### src/rtl/ysyx_23060201_ifu_pkg.sv
// Shared types and constants for the instruction fetch unit.
package ysyx_23060201_ifu_pkg;

    localparam int unsigned INST_W  = 32;
    localparam int unsigned RESP_W  = 2;
    localparam int unsigned CNT_W   = 32;
    localparam int unsigned STATE_W = 2;

    localparam logic [31:0]       MBASE     = 32'h8000_0000;
    localparam logic [RESP_W-1:0] RESP_OKAY = 2'b00;

    typedef enum logic [STATE_W-1:0] {
        S_REQ  = 2'd0,
        S_WAIT = 2'd1,
        S_HOLD = 2'd2,
        S_NPC  = 2'd3
    } ifu_state_e;

    // Instruction addresses must be word aligned.
    function automatic logic is_word_aligned(input logic [1:0] lsb);
        return lsb == 2'b00;
    endfunction

endpackage

### src/rtl/ysyx_23060201_ifu_if.sv
// Instruction memory read bus: address channel plus read-data channel.
interface ysyx_23060201_ifu_if #(
    parameter int unsigned ADDR_W = 32
) ();
    import ysyx_23060201_ifu_pkg::*;

    logic [ADDR_W-1:0] araddr;
    logic              arvalid;
    logic              arready;
    logic [INST_W-1:0] rdata;
    logic [RESP_W-1:0] rresp;
    logic              rvalid;
    logic              rready;

    modport master (
        output araddr, arvalid, rready,
        input  arready, rdata, rresp, rvalid
    );

    modport slave (
        input  araddr, arvalid, rready,
        output arready, rdata, rresp, rvalid
    );

endinterface

### src/rtl/ysyx_23060201_ifu.sv
// Instruction fetch unit: one outstanding read, result held for the IDU until
// accepted, then waits for the next PC from the EXU.
module ysyx_23060201_ifu
    import ysyx_23060201_ifu_pkg::*;
#(
    parameter int unsigned       ADDR_W   = 32,
    parameter logic [ADDR_W-1:0] RESET_PC = ADDR_W'(MBASE)
) (
    input  logic                clk,
    input  logic                rst,
    ysyx_23060201_ifu_if.master imem,
    output logic [INST_W-1:0]   out_inst,
    output logic [ADDR_W-1:0]   out_pc,
    output logic                out_err,
    output logic                out_valid,
    input  logic                out_ready,
    input  logic [ADDR_W-1:0]   dnpc,
    input  logic                dnpc_valid,
    output logic [CNT_W-1:0]    fetch_cnt
);

    ifu_state_e        state_q, state_d;
    logic [ADDR_W-1:0] pc_q, pc_d;
    logic [INST_W-1:0] out_inst_q, out_inst_d;
    logic [ADDR_W-1:0] out_pc_q, out_pc_d;
    logic              out_err_q, out_err_d;
    logic              out_valid_q, out_valid_d;
    logic              arvalid_q, arvalid_d;
    logic              rready_q, rready_d;
    logic [CNT_W-1:0]  fetch_cnt_q, fetch_cnt_d;

    // Next-state and payload logic; handshake strobes follow the next state
    // so they are registered and aligned with the state they belong to.
    always_comb begin
        state_d     = state_q;
        pc_d        = pc_q;
        out_inst_d  = out_inst_q;
        out_pc_d    = out_pc_q;
        out_err_d   = out_err_q;
        fetch_cnt_d = fetch_cnt_q;

        case (state_q)
            S_REQ: begin
                if (arvalid_q && imem.arready) begin
                    state_d = S_WAIT;
                end
            end
            S_WAIT: begin
                if (rready_q && imem.rvalid) begin
                    state_d    = S_HOLD;
                    out_inst_d = imem.rdata;
                    out_pc_d   = pc_q;
                    out_err_d  = (imem.rresp != RESP_OKAY);
                end
            end
            S_HOLD: begin
                if (out_valid_q && out_ready) begin
                    state_d     = S_NPC;
                    fetch_cnt_d = fetch_cnt_q + CNT_W'(1);
                end
            end
            S_NPC: begin
                if (dnpc_valid) begin
                    pc_d = dnpc;
                    if (is_word_aligned(dnpc[1:0])) begin
                        state_d = S_REQ;
                    end else begin
                        // Misaligned target is reported without touching the bus.
                        state_d    = S_HOLD;
                        out_inst_d = '0;
                        out_pc_d   = dnpc;
                        out_err_d  = 1'b1;
                    end
                end
            end
            default: begin
                state_d = S_REQ;
            end
        endcase

        arvalid_d   = (state_d == S_REQ);
        rready_d    = (state_d == S_WAIT);
        out_valid_d = (state_d == S_HOLD);
    end

    // State and output registers.
    always_ff @(posedge clk or negedge rst) begin
        if (!rst) begin
            state_q     <= S_REQ;
            pc_q        <= RESET_PC;
            out_inst_q  <= '0;
            out_pc_q    <= '0;
            out_err_q   <= 1'b0;
            out_valid_q <= 1'b0;
            arvalid_q   <= 1'b0;
            rready_q    <= 1'b0;
            fetch_cnt_q <= '0;
        end else begin
            state_q     <= state_d;
            pc_q        <= pc_d;
            out_inst_q  <= out_inst_d;
            out_pc_q    <= out_pc_d;
            out_err_q   <= out_err_d;
            out_valid_q <= out_valid_d;
            arvalid_q   <= arvalid_d;
            rready_q    <= rready_d;
            fetch_cnt_q <= fetch_cnt_d;
        end
    end

    assign imem.araddr  = pc_q;
    assign imem.arvalid = arvalid_q;
    assign imem.rready  = rready_q;
    assign out_inst     = out_inst_q;
    assign out_pc       = out_pc_q;
    assign out_err      = out_err_q;
    assign out_valid    = out_valid_q;
    assign fetch_cnt    = fetch_cnt_q;

endmodule

### src/flat_wrapper.sv
// flat-port wrapper written by rule: the top's interface ports become plain ports
module ysyx_23060201_ifu_flat import ysyx_23060201_ifu_pkg::*;
#(
    parameter int unsigned       ADDR_W   = 32,
    parameter logic [ADDR_W-1:0] RESET_PC = ADDR_W'(MBASE)
)
  (clk, rst, out_inst, out_pc, out_err, out_valid, out_ready, dnpc, dnpc_valid, fetch_cnt, imem_araddr, imem_arvalid, imem_rready, imem_arready, imem_rdata, imem_rresp, imem_rvalid);
  ysyx_23060201_ifu_if #(.ADDR_W(ADDR_W)) imem_i ();
  input  logic clk;
  input  logic rst;
  output logic [INST_W-1:0] out_inst;
  output logic [ADDR_W-1:0] out_pc;
  output logic out_err;
  output logic out_valid;
  input  logic out_ready;
  input  logic [ADDR_W-1:0] dnpc;
  input  logic dnpc_valid;
  output logic [CNT_W-1:0] fetch_cnt;
  output wire logic [$bits(imem_i.araddr)-1:0] imem_araddr;
  output wire logic [$bits(imem_i.arvalid)-1:0] imem_arvalid;
  output wire logic [$bits(imem_i.rready)-1:0] imem_rready;
  input wire logic [$bits(imem_i.arready)-1:0] imem_arready;
  input wire logic [$bits(imem_i.rdata)-1:0] imem_rdata;
  input wire logic [$bits(imem_i.rresp)-1:0] imem_rresp;
  input wire logic [$bits(imem_i.rvalid)-1:0] imem_rvalid;
  assign imem_araddr = imem_i.araddr;
  assign imem_arvalid = imem_i.arvalid;
  assign imem_rready = imem_i.rready;
  assign imem_i.arready = imem_arready;
  assign imem_i.rdata = imem_rdata;
  assign imem_i.rresp = imem_rresp;
  assign imem_i.rvalid = imem_rvalid;
  ysyx_23060201_ifu #(.ADDR_W(ADDR_W), .RESET_PC(RESET_PC)) u_core (.clk(clk), .rst(rst), .imem(imem_i), .out_inst(out_inst), .out_pc(out_pc), .out_err(out_err), .out_valid(out_valid), .out_ready(out_ready), .dnpc(dnpc), .dnpc_valid(dnpc_valid), .fetch_cnt(fetch_cnt));
endmodule
### config.mk
export PLATFORM = sky130hd
export DESIGN_NAME = ysyx_23060201_ifu_flat
export DESIGN_NICKNAME = d
export VERILOG_FILES = /design/src/rtl/ysyx_23060201_ifu_pkg.sv /design/src/rtl/ysyx_23060201_ifu_if.sv /design/src/rtl/ysyx_23060201_ifu.sv /design/src/flat_wrapper.sv
export SDC_FILE = /design/constraint.sdc
export NUM_CORES = 1
export LEC_CHECK = 0
export CAP_MARGIN = 0
export CORE_ASPECT_RATIO = 0.6
export CORE_UTILIZATION = 34
export DETAILED_ROUTE_END_ITERATION = 10
export SLEW_MARGIN = 10
export SYNTH_ARGS = -nofsm -noshare
export SYNTH_HDL_FRONTEND = slang
export SYNTH_SLANG_ARGS = --single-unit
export TNS_END_PERCENT = 20
### constraint.sdc
create_clock -name clk -period 3.8 [get_ports clk]
set_input_delay 0.76 -clock clk [delete_from_list [all_inputs] [get_ports clk]]
set_output_delay 0.76 -clock clk [all_outputs]
set_load 0.005 [all_outputs]
==> impl_metrics.ini, run 1 <==
[status]
status = finished with violations
violations = DRC

[synthesis]
yosys.cell_count.top_type = dfrtp_1
synth_top_area_share = 0.605
syn_nets = 508
synth_edf_count = 0
ys_seq_area_frac = 0.610
yosys-top-cells-count = dfrtp_1 (133), nand2_1 (49), o21ai_0 (34), mux2_2 (33)
ys_ff_latch = 134
syn_area_per_cell_um2 = 12.6
yosysWarnings = 0
ys_types = 35
async_flop_share = 1.00
synthFlopType = dfrtp_1
netlist_area_um2 = 5500
synth_area_leaders = dfrtp_1 (61%), mux2_2 (6.8%), mux2i_1 (5.8%), a22o_1 (5.1%), xnor2_1 (3.7%)
yosys.area.top_type = dfrtp_1
syn-instance-count = 435

[cells_and_area]
drive_gt1_frac = 0.126
multi_input_area_um2 = 2050
ff_latch_area_um2 = 3350
fill_cells = 1324
nets = 712
final_cell_count_no_fill = 853
diodes = 0
area_delta_synth_final_pct = 52.6
finalInstanceArea_um2 = 8390

[drt]
vias_per_cell = 4.84
dr.first_iter.drc_count = 231
dr.pass1.iters = 7
wl_per_cell_um = 17.0
drt_wl_total_mm = 14.5
drc = 13
vias = 4129
postRouteAntennaNets = 0

[power_and_ir_drop]
p_sw_frac = 0.285
p_total_w = 0.00640
ir_worst_vdd_uv = 300
p_seq_frac = 0.367
p_leak_nw = 3.82
power_density_nw_per_um2 = 762
internal_power_w = 0.00457
combPwrFrac = 0.351
p_clk_frac = 0.282
switchingPower_w = 0.00183

[grt]
grt_max_degree = 93
grt_pass1_vias = 4170
grt_overflow_total = 0
antenna_found_initial = 0
grt_pass1_wl_mm = 22.9
track_usage = 0.179

[placed_design]
place_area_um2 = 7750
io_buffers = 203
pre_cts_ws_ps = 1040
dp.cells = 823
dp_hpwl_mm = 9.88
gp_congestion = 0.765

[cts]
clk_pin_slew_ps = 60
clockBufferDepth = 2
cts_root_buf = clkbuf_16
numCtsBuffers = 17
cts.sinks = 134
hold_buffers = 0
h-tree-depth = 4
cts-resized-gates = 0
tritoncts = yes
cts_setup_buffers = 0
worst_skew_pair.late_latency_ps = 410

[timing]
hold_viol_final = 0
layout_worst_path_cycle_share = 0.600
setup_tns_ps = 0
fmax_mhz = 438
drv_slew = 0
worst_pin_slew_ps = 1140
fin_skew_ps = 12.9
rsz0062_at_grt = no
setup_viol = 0
timing.final.ws_setup_ps = 1520
period_needed_ps = 2280
relSlewSlack = 0.240

[die]
die_area_um2 = 16700
die_h_um = 101
io_pins = 204
rows = 35
core_um2 = 15600
die_w_um = 166
initial_utilization = 0.353

[setup_path]
worstSetupPathType = input pin to register
endpoint_kind = register
path_max_fanout = 32
start_kind = input pin
cp.required_ps = 4080
cp.arrival_ps = 2560

[hold_path]
hold_path.class = input pin to async pin

[run]
drv_cap = 0
==> area by class of cell <==
class | instances | share of cell area
clock buffers | 18 | 0.0523
clock inverters | 12 | 0.0242
inverters | 4 | 0.00179
multi-input cells | 275 | 0.244
flip-flops and latches | 134 | 0.400
well taps | 203 | 0.0303
repair buffers | 207 | 0.247
==> power by group through the flow <==
stage	combinational [W]	sequential [W]	clock, W
after floorplan	0.000905	0.00232	0
after global placement	0.00225	0.00235	0
after detailed placement	0.00229	0.00236	0
after CTS	0.00229	0.00235	0.00185
after global routing	0.00244	0.00243	0.00191
final	0.00225	0.00235	0.00180
==> stage by stage <==
stage | hold WS [ps] | util
floorplan | 464 | -
global placement | 455 | 0.497
detailed placement | 467 | 0.497
global route | 477 | 0.538
CTS | 461 | 0.538
finish | 416 | 0.538
==> state kept, by name, summed over array words and instances (netlist names), 2 cells and up <==
name and count:
u_core.imem.araddr 32, u_core.out_pc 32, u_core.state_q 2, u_core.fetch_cnt 32
u_core.out_inst 32
==> path summary, 6_finish.rpt <==
check	from	end	slack (ps)	cells past startpoint
min in group clk	u_core.fetch_cnt[31]	u_core.fetch_cnt[31]	470	1
setup / recovery	dnpc_valid	u_core.imem.araddr[12]	1520	3
setup reg to reg	u_core.state_q[1]	u_core.imem.araddr[12]	1780	2
hold / removal	rst	u_core.fetch_cnt[27]	420	1
hold reg to reg	u_core.fetch_cnt[31]	u_core.fetch_cnt[31]	470	1
max in group asynchronous	rst	u_core.imem.araddr[6]	2660	2
==> kinds of logic (layout without fill, tap and decap cells) <==
family          after synthesis  count (layout)  share of synthesized area
simple gates                106             106                      0.103
compound gates               72              72                     0.0894
fa+ha+maj                     1               1                    0.00228
buf+inv                      26             241                     0.0196
flops                       134             134                      0.610
mux                          65              65                      0.126
xor+xnor                     31              31                     0.0494
==> worst max-delay path: stages <==
cell and delay, ps:
clkdlybuf4s50_1 530, nand3_2 700, mux2_2 560
==> metal layers <==
| metal | up-vias | wire, µm | global-route usage |
|---|---|---|---|
| met4 | 0 | 134 | 0.0604 |
| met5 | - | 0 | 0 |
| met1 | 2028 | 7030 | 0.249 |
| met2 | 145 | 6230 | 0.261 |
| li1 | 1941 | - | - |
| met3 | 15 | 1080 | 0.0624 |
==> cells in the final DEF, fill, tap and decap left out, types with 3 or more instances in the layout <==
| cell type | n |
|---|---|
| clkbuf_16 | 17 |
| o21ai_0 | 34 |
| bufinv_16 | 5 |
| mux2i_1 | 32 |
| xor2_1 | 8 |
| nand4_1 | 8 |
| nor3_1 | 3 |
| nand3_1 | 14 |
| nor2_1 | 15 |
| clkinv_4 | 3 |
| dfrtp_1 | 133 |
| a22o_1 | 32 |
| clkdlybuf4s50_1 | 202 |
| nand2_1 | 48 |
| xnor2_1 | 23 |
| mux2_2 | 33 |
| inv_1 | 4 |
| buf_4 | 3 |
Note: power is estimated with default switching activity, not from simulation.
==> inputs of run 2 (changes only) <==
--- a/config.mk
+++ b/config.mk
@@ -9,6 +9,7 @@
 export CORE_ASPECT_RATIO = 0.6
 export CORE_UTILIZATION = 34
 export DETAILED_ROUTE_END_ITERATION = 10
+export PLACE_DENSITY = 0.67
 export SLEW_MARGIN = 10
 export SYNTH_ARGS = -nofsm -noshare
 export SYNTH_HDL_FRONTEND = slang
==> constraint.sdc (replaced) <==
create_clock -name clk -period 2 [get_ports clk]
set_input_delay 0.4 -clock clk [delete_from_list [all_inputs] [get_ports clk]]
set_output_delay 0.4 -clock clk [all_outputs]
set_load 0.005 [all_outputs]
==> run 2 against run 1 <==
  * The flow still finishes with violations (DRC)
  * Routed wire length about the same
  * Clock skew up 1.7 ps
  * Die area unchanged
  * Critical path type is now register to output port
  * Sequential power up 88%
  * Utilization up 0.75 points
  * Cell count up 2.0%
  * Worst setup slack worse by 1400 ps
  * Global-route usage about the same
==> impl_metrics.ini, run 2 (same netlist as run 1, synthesis figures left out) <==
[setup_path]
cp.required_ps = 1600
critPathSlowestCell = dfstp_2
path_max_fanout = 3
crit_path_cell_trace = clkdlybuf4s50_1
r2r-end = u_core.fetch_cnt[21]
reg2reg_depth = 6
max_stage_delay_ps = 540
endpoint_kind = output port
cp.arrival_ps = 1450
reg2reg_slack_ps = 330
start_kind = register
worstSetupPathType = register to output port
r2r-start = u_core.fetch_cnt[4]
critPathBufInv = 1
path_delay_family = flip-flops

[cells_and_area]
nets = 727
fill_cells = 1324
final_cell_count_no_fill = 870
drive_gt1_frac = 0.147
ff_latch_area_um2 = 3350
final_cell_mix = clkdlybuf4s50_1 (202), dfrtp_1 (133), nand2_1 (48), o21ai_0 (34), mux2_2 (33)
diodes = 0
final_common_cell = clkdlybuf4s50_1
multi_input_area_um2 = 2050
area_delta_synth_final_pct = 54.8

[grt]
grt_pass1_wl_mm = 23.2
grt_max_degree = 54
track_usage = 0.179
grt_overflow_total = 0
grt_pass1_vias = 4299
antenna_found_initial = 0

[status]
violations = DRC
status = finished with violations

[die]
die_h_um = 101
die_w_um = 166
die_area_um2 = 16700
core_um2 = 15600
initial_utilization = 0.353
rows = 35
io_pins = 204

[timing]
period_needed_ps = 1850
rsz0062_at_grt = no
worst_pin_slew_ps = 554
layout_worst_path_cycle_share = 0.925
hold-worst-slack_ps = 469
drv_slew = 0
fmax_mhz = 541
fin_skew_ps = 14.6
timing.final.ws_setup_ps = 151
relSlewSlack = 0.631
setup_viol = 0
hold_viol_final = 0

[placed_design]
pre_cts_ws_ps = -25.9
io_buffers = 203
dp.cells = 837
gp_congestion = 0.823
dp_hpwl_mm = 10.4

[hold_path]
holdPathEnd = u_core.fetch_cnt[31]
holdPathStages = 1
hold_path.class = register to register
hold_start = u_core.fetch_cnt[31]

[cts]
h-tree-depth = 4
clockBufferDepth = 2
hold_buffers = 1
clk_pin_slew_ps = 70
cts-resized-gates = 0
cts_root_buf = clkbuf_16
cts.sinks = 134
worst_skew_pair.late_latency_ps = 420
cts_setup_buffers = 0
tritoncts = yes
numCtsBuffers = 17

[run]
drv_cap = 0

[drt]
postRouteAntennaNets = 0
drc = 12
dr.pass1.iters = 8
dr.first_iter.drc_count = 181
drt_wl_total_mm = 14.5
vias = 4164
vias_per_cell = 4.79
wl_per_cell_um = 16.6

[power_and_ir_drop]
p_total_w = 0.0119
p_leak_nw = 3.89
power_density_nw_per_um2 = 1390
ir_worst_vdd_uv = 639
==> run 2: cell count changes in the layout (fill, tap and decap cells not counted), sizes merged <==
cell         delta
buf            +14
inv             +8
bufinv          -5
clkinv          -1
dlygate4sd3     +1
==> run 2: per-layer routing <==
layer  routed length, µm  global-route usage  vias to the layer above
met5                   0                   0                        -
met4                 223              0.0604                        0
met3                1120              0.0609                       18
met2                6320               0.270                      139
met1                6800               0.242                     2028
li1                    -                   -                     1979
==> run 2: final cells by class <==
| type | instances | area share |
|---|---|---|
| repair buffers | 222 | 0.266 |
| flip-flops and latches | 134 | 0.394 |
| clock buffers | 18 | 0.0516 |
| inverters | 4 | 0.00176 |
| clock inverters | 14 | 0.0151 |
| well taps | 203 | 0.0299 |
| multi-input cells | 275 | 0.241 |
==> run 2: how the worst max path moves through the flow <==
| stage | start | end | slack [ps] | cells after the start |
|---|---|---|---|---|
| global route | u_core.fetch_cnt[4] | fetch_cnt[4] | 90 | 1 |
| detailed placement | out_ready | u_core.fetch_cnt[21] | -30 | 6 |
| finish | u_core.imem.araddr[31] | imem_araddr[31] | 150 | 1 |
| global placement | out_ready | u_core.fetch_cnt[21] | 4 | 6 |
| CTS | u_core.imem.araddr[31] | imem_araddr[31] | 130 | 1 |
| floorplan | u_core.state_q[0] | u_core.fetch_cnt[21] | 380 | 6 |
==> run 2: report_power, final <==
part | leakage [nW] | internal [W] | switching, W | total (W)
clock network | 0.279 | 0.00168 | 0.00130 | 0.00298
registers | 1.71 | 0.00373 | 0.000696 | 0.00442
logic | 1.90 | 0.00284 | 0.00163 | 0.00447
==> run 2: metrics by stage <==
step	TNS (ps)	area, µm²	util
floorplan	0	5500	-
detailed placement	-38.2	7930	0.509
finish	0	8510	0.546
global placement	0	7930	0.509
global route	0	8510	0.546
CTS	0	8510	0.546
==> inputs of run 3 (changes only) <==
--- a/config.mk
+++ b/config.mk
@@ -6,10 +6,8 @@
 export NUM_CORES = 1
 export LEC_CHECK = 0
 export CAP_MARGIN = 0
-export CORE_ASPECT_RATIO = 0.6
 export CORE_UTILIZATION = 34
 export DETAILED_ROUTE_END_ITERATION = 10
-export PLACE_DENSITY = 0.67
 export SLEW_MARGIN = 10
 export SYNTH_ARGS = -nofsm -noshare
 export SYNTH_HDL_FRONTEND = slang
==> constraint.sdc (replaced) <==
create_clock -name clk -period 2.36 [get_ports clk]
set_input_delay 0.472 -clock clk [delete_from_list [all_inputs] [get_ports clk]]
set_output_delay 0.472 -clock clk [all_outputs]
set_load 0.005 [all_outputs]
==> run 3 against run 2 <==
  * Cell count rose by 0.69%
  * Worst hold slack got worse by 390 ps
  * The run now ends clean
  * Critical path type unchanged
  * Sequential share of layout area rose by 0.25 points
  * Via count fell by 0.41%
  * Global-route usage fell by 0.90 points
==> impl_metrics.ini, run 3 (same netlist as run 1, synthesis figures left out) <==
[setup_path]
worstSetupPathType = register to output port
cp.required_ps = 1890
crit_path_cell_trace = clkdlybuf4s50_1
max_stage_delay_ps = 560
reg2reg_slack_ps = 570
reg2reg_depth = 5
crit_cells = 1
cp.arrival_ps = 1460
critPathLaunch = u_core.fetch_cnt[4]
path_max_fanout = 6
critPathSlowestCell = clkdlybuf4s50_1
path_delay_family = buffers and inverters
critPathBufInv = 1
endpoint_kind = output port
r2r-start = u_core.fetch_cnt[4]
r2r-end = u_core.fetch_cnt[21]
start_kind = register

[cts]
tritoncts = yes
cts.sinks = 134
clockBufferDepth = 2
hold_buffers = 0
cts_setup_buffers = 0
cts-resized-gates = 0
worst_skew_pair.late_latency_ps = 400
h-tree-depth = 4
clk_pin_slew_ps = 50
numCtsBuffers = 17
cts_root_buf = clkbuf_16

[cells_and_area]
area_delta_synth_final_pct = 53.8
diodes = 0
final_common_cell = clkdlybuf4s50_1
final_cell_mix = clkdlybuf4s50_1 (202), dfrtp_1 (133), nand2_1 (48), o21ai_0 (34), mux2_2 (33)
multi_input_area_um2 = 2050
drive_gt1_frac = 0.135
nets = 720
ff_latch_area_um2 = 3350
fill_cells = 1338

[die]
die_w_um = 129
io_pins = 204
die_h_um = 129
initial_utilization = 0.347
core_um2 = 15800
die_area_um2 = 16700
rows = 46

[timing]
hold_viol_final = 0
rsz0062_at_grt = no
relSlewSlack = 0.584
worst_pin_slew_ps = 624
period_needed_ps = 1930
fin_skew_ps = 6.42
fmax_mhz = 518
layout_worst_path_cycle_share = 0.818
setup_viol = 0
setup_tns_ps = 0
hold-worst-slack_ps = 74.7
drv_slew = 0

[run]
drv_cap = 0

[grt]
grt_pass1_vias = 4056
grt_max_degree = 84
antenna_found_initial = 0
grt_overflow_total = 0
track_usage = 0.170
grt_pass1_wl_mm = 21.6
grt_use_met3 = 0.0454
busiest_layer = met2
use_met2 = 0.267
grt.met1_usage = 0.223

[drt]
vias = 4147
dr.first_iter.drc_count = 219
drc = 0
wl_per_cell_um = 15.8
dr.pass1.iters = 4
postRouteAntennaNets = 0
drt_wl_total_mm = 13.9
vias_per_cell = 4.73

[power_and_ir_drop]
p_total_w = 0.0100
p_leak_nw = 3.85
power_density_nw_per_um2 = 1180
ir_worst_vdd_uv = 579

[status]
status = completed

[placed_design]
dp_hpwl_mm = 9.79
gp_congestion = 0.809
io_buffers = 203

[hold_path]
hold_path.class = input pin to async pin
==> run 3: changes by cell type in the layout (fill, tap and decap cells not counted), sizes merged <==
cell         before  now
clkinv            4    5
clkbuf           18   23
clkinvlp          1    2
bufinv            0    2
buf              19   13
inv              13    4
dlygate4sd3       1    0
==> run 3: final cells by class <==
class	instances	share of cell area
clock buffers	23	0.0565
well taps	216	0.0320
clock inverters	9	0.0118
inverters	4	0.00178
flip-flops and latches	134	0.397
repair buffers	215	0.259
multi-input cells	275	0.243
==> run 3: how the worst max path moves through the flow <==
stage	slack [ps]	end
finish	430	fetch_cnt[4]
CTS	410	imem_araddr[31]
detailed placement	240	u_core.out_err
floorplan	740	u_core.fetch_cnt[21]
global placement	300	u_core.out_err
global route	360	fetch_cnt[4]
==> run 3: per-stage QoR <==
step	cell area [µm²]	cells	util	setup slack (ps)
after floorplan	5500	435	-	736
after global placement	7880	844	0.498	296
after detailed placement	7880	844	0.498	243
after CTS	8450	876	0.534	412
after global routing	8450	876	0.534	361
final	8450	876	0.534	429
==> run 3: routing by layer <==
| metal | vias to the layer above | wire length (µm) |
|---|---|---|
| met5 | - | 0 |
| met4 | 0 | 200 |
| met3 | 16 | 821 |
| met2 | 138 | 6560 |
| met1 | 2030 | 6290 |
| li1 | 1963 | - |
==> run 3: power breakdown <==
part	leakage, nW	switching, W	internal [W]	total [W]
Combinational	1.86	0.00133	0.00236	0.00369
Sequential	1.71	0.000600	0.00316	0.00376
Clock	0.283	0.000938	0.00163	0.00257
Total	3.85	0.00286	0.00715	0.0100
